===== src/rtl/sync_deb_gea1_if.sv =====
// Input-conditioning bus for sync_deb_gea1: raw pin + sample tick in, clean level/strobes out.
// SYNC_DEB_GLITCH_CNT_EN adds the glitch_cnt field.
interface sync_deb_gea1_if;
   logic       a;
   logic       en;
   logic       y;
   logic       rise;
   logic       fall;
   logic       busy;
`ifdef SYNC_DEB_GLITCH_CNT_EN
   logic [7:0] glitch_cnt;
`endif

   // Driver side: supplies the raw pin and the sample tick.
   modport master (
      output a,
      output en,
      input  y,
      input  rise,
      input  fall,
`ifdef SYNC_DEB_GLITCH_CNT_EN
      input  glitch_cnt,
`endif
      input  busy
   );

   // Conditioning cell side.
   modport slave (
      input  a,
      input  en,
      output y,
      output rise,
      output fall,
`ifdef SYNC_DEB_GLITCH_CNT_EN
      output glitch_cnt,
`endif
      output busy
   );
endinterface


===== src/rtl/sync_deb_gea1.sv =====
// Synchronizer + debouncer for one asynchronous pin. Produces a clean level and single-cycle
// rise/fall strobes. Optional macro SYNC_DEB_GLITCH_CNT_EN adds a saturating count of
// aborted debounce attempts.
module sync_deb_gea1 #(
   parameter int unsigned STAGES  = 2,
   parameter int unsigned CNT_W   = 4,
   parameter int unsigned DEB_CNT = 10
) (
   input logic              clk,
   input logic              rst,
   sync_deb_gea1_if.slave   bus
);

   // Reject illegal configurations at elaboration.
   if (DEB_CNT < 1 || DEB_CNT > (2 ** CNT_W - 1)) begin : g_bad_deb_cnt
      $error("sync_deb_gea1: DEB_CNT out of range 1..2**CNT_W-1");
   end
   if (STAGES < 2 || STAGES > 4) begin : g_bad_stages
      $error("sync_deb_gea1: STAGES out of range 2..4");
   end

   localparam logic [CNT_W-1:0] CntLast = CNT_W'(DEB_CNT - 1);

   logic [STAGES-1:0] sync_q;
   logic              s;
   logic [CNT_W-1:0]  cnt_q;
   logic              y_q;
   logic              rise_q;
   logic              fall_q;
   logic              busy_q;

   assign s = sync_q[STAGES-1];

   // Synchronizer chain; shifts every cycle regardless of en.
   always_ff @(posedge clk) begin
      if (rst) begin
         sync_q <= '0;
      end else begin
         sync_q <= {sync_q[STAGES-2:0], bus.a};
      end
   end

   // Debounce counter, committed level and strobes. A match of s with y always wins,
   // so a bounce back on the would-be commit cycle aborts instead of committing.
   always_ff @(posedge clk) begin
      if (rst) begin
         cnt_q  <= '0;
         y_q    <= 1'b0;
         rise_q <= 1'b0;
         fall_q <= 1'b0;
         busy_q <= 1'b0;
      end else begin
         rise_q <= 1'b0;
         fall_q <= 1'b0;
         if (s == y_q) begin
            cnt_q  <= '0;
            busy_q <= 1'b0;
         end else if (bus.en) begin
            if (cnt_q == CntLast) begin
               y_q    <= s;
               cnt_q  <= '0;
               busy_q <= 1'b0;
               rise_q <= s;
               fall_q <= ~s;
            end else begin
               cnt_q  <= cnt_q + CNT_W'(1);
               busy_q <= 1'b1;
            end
         end
      end
   end

   assign bus.y    = y_q;
   assign bus.rise = rise_q;
   assign bus.fall = fall_q;
   assign bus.busy = busy_q;

`ifdef SYNC_DEB_GLITCH_CNT_EN
   logic [7:0] glitch_q;

   // Count aborted attempts (pending count cleared by s returning to y), saturating.
   always_ff @(posedge clk) begin
      if (rst) begin
         glitch_q <= 8'd0;
      end else if (cnt_q != '0 && s == y_q && glitch_q != 8'hFF) begin
         glitch_q <= glitch_q + 8'd1;
      end
   end

   assign bus.glitch_cnt = glitch_q;
`endif

endmodule


===== src/flat_wrapper.sv =====
// flat-port wrapper written by rule: the top's interface ports become plain ports
module sync_deb_gea1_flat 
#(
   parameter int unsigned STAGES  = 2,
   parameter int unsigned CNT_W   = 4,
   parameter int unsigned DEB_CNT = 10
)
  (clk, rst, bus_a, bus_en, bus_y, bus_rise, bus_fall, bus_busy);
  sync_deb_gea1_if bus_i ();
  input logic clk;
  input logic rst;
  input wire logic [$bits(bus_i.a)-1:0] bus_a;
  input wire logic [$bits(bus_i.en)-1:0] bus_en;
  output wire logic [$bits(bus_i.y)-1:0] bus_y;
  output wire logic [$bits(bus_i.rise)-1:0] bus_rise;
  output wire logic [$bits(bus_i.fall)-1:0] bus_fall;
  output wire logic [$bits(bus_i.busy)-1:0] bus_busy;
  assign bus_i.a = bus_a;
  assign bus_i.en = bus_en;
  assign bus_y = bus_i.y;
  assign bus_rise = bus_i.rise;
  assign bus_fall = bus_i.fall;
  assign bus_busy = bus_i.busy;
  sync_deb_gea1 #(.STAGES(STAGES), .CNT_W(CNT_W), .DEB_CNT(DEB_CNT)) u_core (.clk(clk), .rst(rst), .bus(bus_i));
endmodule

===== config.mk =====
export PLATFORM = sky130hd
export DESIGN_NAME = sync_deb_gea1_flat
export DESIGN_NICKNAME = d
export VERILOG_FILES = /design/src/rtl/sync_deb_gea1_if.sv /design/src/rtl/sync_deb_gea1.sv /design/src/flat_wrapper.sv
export SDC_FILE = /design/constraint.sdc
export NUM_CORES = 1
export LEC_CHECK = 0
export CELL_PAD_IN_SITES_DETAIL_PLACEMENT = 1
export CELL_PAD_IN_SITES_GLOBAL_PLACEMENT = 1
export CORE_AREA = 2 2 39 41
export DETAILED_ROUTE_END_ITERATION = 16
export DIE_AREA = 0 0 41 43
export PLACE_DENSITY = 0.71
export SYNTH_ARGS = -nofsm -noshare
export SYNTH_HDL_FRONTEND = slang
export SYNTH_SLANG_ARGS = --single-unit

===== constraint.sdc =====
create_clock -name clk -period 1 [get_ports clk]
set_input_delay 0.1 -clock clk [delete_from_list [all_inputs] [get_ports clk]]
set_output_delay 0.1 -clock clk [all_outputs]
set_load 0.02 [all_outputs]

Word level (Yosys, flattened, before mapping). Cells that the tools add are included. Widths: inputs -> output; s select.

Add/sub/neg operators: 1. Multiply operators: 0. Divide/modulo/power cells: 0. Magnitude comparators: 0. Equal/unequal tests: 2. Shifts and indexed selects: 0. Muxes and demuxes: 2. Bitwise logic cells: 4. Reductions and logical operators: 3.

Operators with widths (number): $add 4x1->4 const B (1); $eq 4x4->1 const B (1); $mux 4 (1); $not 1->1 (4); $reduce_or 4->1 (1); $reduce_and 3->1 (1); $reduce_or 2->1 (1); $eq 1x1->1 (1); $mux 1 (1).

Register bits: 10. Latch bits: 0. Memory bits (writable): 0. ROM bits: 0. Input bits: 4. Output and inout port bits: 4. Memories: 0.

Logic depth before layout (Yosys ltp).
Depth in word-level cells: 3. Mapped depth: 3.

Worst setup path before layout. Ideal clock, no wire load.

Kind: register to register. Start: register u_core.y_q (netlist: u_core.bus.y). End: register u_core.busy_q (netlist: u_core.bus.busy). Arrival time: 0.948 ns. Data required time: 0.922 ns. Slack: -0.026 ns. Stages on the path, launching flop included: 4. Path buffers: 0. Clock period less this slack: 1.026 ns. Cells stage by stage: dfxtp_1 -> xor2_1 -> nand2b_1 -> nor3_1.

Cells in the longest elaborated chain, start to end: 2.

RTL lines: start: declaration (RTL line sync_deb_gea1.sv:27) `logic y_q;`; start signal: assignment (RTL line sync_deb_gea1.sv:60) `y_q <= s;`; $eq 1x1->1 (RTL line sync_deb_gea1.sv:55) `if (s == y_q) begin`; $reduce_or 2->1 (no line); end signal: assignment (RTL line sync_deb_gea1.sv:51) `busy_q <= 1'b0;`; end signal: assignment (RTL line sync_deb_gea1.sv:57) `busy_q <= 1'b0;`; end signal: assignment (RTL line sync_deb_gea1.sv:62) `busy_q <= 1'b0;`; end: declaration (RTL line sync_deb_gea1.sv:30) `logic busy_q;`.

Every way passes these cells. A chain may end at the register's enable or synchronous reset.

Final worst setup path.
Start: register u_core.cnt_q[3]. End: register u_core.rise_q (netlist: u_core.bus.rise).

Cells in the longest elaborated chain, start to end: 3.

RTL lines: start: declaration (RTL line sync_deb_gea1.sv:26) `logic [CNT_W-1:0] cnt_q;`; start signal: assignment (RTL line sync_deb_gea1.sv:66) `cnt_q <= cnt_q + CNT_W'(1);`; $eq 4x4->1 (RTL line sync_deb_gea1.sv:59) `if (cnt_q == CntLast) begin`; $not 1->1 (no line); $reduce_or 4->1 (no line); end signal: assignment (RTL line sync_deb_gea1.sv:63) `rise_q <= s;`; end: declaration (RTL line sync_deb_gea1.sv:28) `logic rise_q;`.

Every way passes these cells.

==> out/metrics.yaml <==
floorplan:
  die_w_um: 41
  initial_core_util_pct: 28.2
  core_um2: 1380
  die-area_um2: 1760
  ios: 8
  core.rowCount: 14
  die_h_um: 43
timing:
  hold_viol: 0
  tightest_slew_ns: 0.179
  timing.final.crit_share_pct: 102
  fin_crit_ns: 1.02
  rsz0062_at_grt: "yes"
  max_slew_margin_pct: 88.0
  skew_ns: 0.00435
  fmax_mhz: 979
  drv_slew: 0
  finalSetupViolCount: 2
  setup_tns_ns: -0.0373
  setup_ws_ns: -0.0210
setup_path:
  crit_family: "simple AND/OR/NAND/NOR gates"
  critPathLaunch: "u_core.cnt_q[3]"
  worstPathRequired_ns: 1.21
  start_kind: "register"
  crit_chain: "nor2b_4 > nor3b_2 > buf_4 > and4bb_1"
  ff2ff_setup_slack_ns: -0.02
  worst-setup-path-type: "reg -> reg"
  reg2regPathDepth: 4
  crit_path_end_kind: "register"
  critical_path_buf_inv_count: 1
  slowest_delay_ns: 0.33
  crit_fanout: 4
  r2r_start: "u_core.cnt_q[3]"
  arrival_ns: 1.23
  cpMaxStageDelayCell: "dfxtp_2"
  reg2reg_to: "u_core.bus.rise"
global_routing:
  overflow: 0
  grt_start_max_net_pins: 7
  grt_pass1_wl_um: 1300
  antenna_found_initial: 0
  grt_pass1_vias: 333
  grtUsageTotal_pct: 11.5
synthesis:
  synth_edf_count: 0
  yosys-top-cells-count: "10 x dfxtp_1, 4 x nor2b_1, 3 x nand2b_1, 3 x nor2_1"
  synthDominantCellAreaShare_pct: 51.3
  synth_seq_area_share_pct: 51.3
  synth_flop_cell: "dfxtp_1"
  synth_top_cell_by_area: "dfxtp_1"
  synth-seq-cells: 10
  synthCells: 37
  synth_fp_nets: 41
  synth.most_common_cell: "dfxtp_1"
  yosysWarningCount: 0
  synth-async-reset-ratio_pct: 0
  synth_cell_type_count: 18
  synth_area_leaders: "dfxtp_1 51%, nor2b_1 6.4%, nor3b_2 6.4%"
  synth_area_per_cell_um2: 10.6
  synth_area_um2: 390
final_layout:
  final_nets: 63
  drive_gt1_share_pct: 50.0
  area_growth_syn_to_layout_pct: 53.8
  utilization_pct: 43.4
  insertedDiodeCount: 0
cts:
  htreeDepth: 1
  cts_root_buf: "clkbuf_4"
  tritoncts: "built"
  cts.sinks: 10
  ctsHoldBuffers: 0
  cts_buffer_depth: 2
  cts_buffers: 3
  clkLatencyLatePin_ns: 0.27
  clk_pin_slew_ns: 0.07
placed_design:
  gp_congestion: 0.674
  dp_hpwl_um: 609
  io_buffers: 7
flow_run:
  maxCapViolCount: 0
route:
  drc: 0
  wl_per_cell_um: 10.6
  first_iter_violations: 1
  vias: 341
  wirelength_um: 786
  via_per_inst: 4.61
  dr.pass1.iters: 2
  final_antenna_net_count: 0
pwr:
  power_density_nw_per_um2: 1370
  ir_drop_uv: 749
  leakagePower_nw: 0.244
hold_path:
  worst_hold_path.num_cells: 3
  hold_end: "u_core.bus.busy"
  hold_class: "in -> reg"
  hp-start: "bus_en"
run_status:
  outcome: "complete, but fails checks"
  violations: "setup timing"
routing by layer:
| metal | part of all wire (%) | up-vias | global-route usage (%) | routed length (µm) |
|---|---|---|---|---|
| met3 | 4.2 | 3 | 4.71 | 33 |
| met2 | 55 | 7 | 18.8 | 433 |
| met5 | 0 | - | 0 | 0 |
| met4 | 1.9 | 0 | 6.00 | 15 |
| met1 | 39 | 163 | 11.8 | 304 |
| li1 | - | 168 | - | - |
worst reg2reg max path: stages, from the launching register on:
cell and delay (ns):
dfxtp_2 0.33, nor2b_4 0.14, nor3b_2 0.16, buf_4 0.15
and4bb_1 0.18
cell usage in the layout, fill, tap and decap left out, drive strengths merged:
| cell type | synthesis | layout |
|---|---|---|
| buf | 0 | 12 |
| dfxtp | 10 | 10 |
| nor2b | 4 | 4 |
| clkbuf | 0 | 4 |
| nor2 | 3 | 3 |
| nand2b | 3 | 3 |
| xor2 | 2 | 2 |
| nor3b | 2 | 2 |
| clkdlybuf4s50 | 0 | 2 |
| clkdlybuf4s15 | 0 | 2 |
| nand2 | 2 | 2 |
| o21ai | 2 | 2 |
| a21oi | 2 | 2 |
| xnor2 | 1 | 1 |
| nand3 | 1 | 1 |
| nor3 | 1 | 1 |
| and4bb | 1 | 1 |
| mux2i | 1 | 1 |
| and4b | 1 | 1 |
| or3 | 1 | 1 |
| dlygate4sd2 | 0 | 1 |
repair_timing:
item / in CTS / in global routing
buffers inserted: 0 / 1
resized for setup: 16 / 6
setup endpoints to repair: 10 / 7
kinds of logic after synthesis:
logic type / count (synthesis) / synth area share (%)
mux: 1 / 2.56
xor+xnor: 3 / 6.73
simple gates: 19 / 33.3
flops: 10 / 51.3
compound gates: 4 / 6.09
worst max-delay path by stage:
| stage | to | slack (ns) | cells past startpoint |
|---|---|---|---|
| 6_report | u_core.bus.rise | -0.02 | 4 |
| 3_3_place_gp | u_core.cnt_q[3] | -0.28 | 5 |
| 3_5_place_dp | u_core.cnt_q[3] | -0.37 | 5 |
| 2_1_floorplan | u_core.cnt_q[1] | 0.03 | 3 |
| 4_1_cts | u_core.bus.rise | -0.04 | 4 |
| 5_1_grt | u_core.bus.rise | -0.09 | 4 |
where the power goes:
group | internal, W | leakage, nW | switching (W)
logic | 0.0000282 | 0.140 | 0.0000169
registers | 0.000403 | 0.0836 | 0.00000239
clock network | 0.000221 | 0.0210 | 0.000149
area by class of cell:
| cell class | count | area (µm²) |
|---|---|---|
| clock buffer | 4 | 36.3 |
| sequential | 10 | 206 |
| tap | 16 | 20.0 |
| fill | 162 | 783 |
| multi-input combinational | 27 | 204 |
| timing repair buffer | 17 | 134 |
flip-flops by register name, indices dropped and copies added (netlist names):
name and cells:
u_core.bus.busy 1, u_core.cnt_q 4, u_core.bus.fall 1, u_core.bus.rise 1
u_core.sync_q 2, u_core.bus.y 1
metrics by stage:
| stage | hold WS, ns | total power [W] | instances | setup WS, ns | area (µm²) |
|---|---|---|---|---|---|
| after floorplan | 0.172 | 0.000429 | 37 | 0.0324 | 392 |
| after global placement | 0.440 | 0.000461 | 69 | -0.276 | 549 |
| after detailed placement | 0.445 | 0.000462 | 69 | -0.371 | 549 |
| after CTS | 0.303 | 0.000833 | 73 | -0.0357 | 597 |
| after global routing | 0.339 | 0.000856 | 74 | -0.0896 | 601 |
| final | 0.300 | 0.000821 | 74 | -0.0210 | 601 |
(Power assumes the default switching activity.)
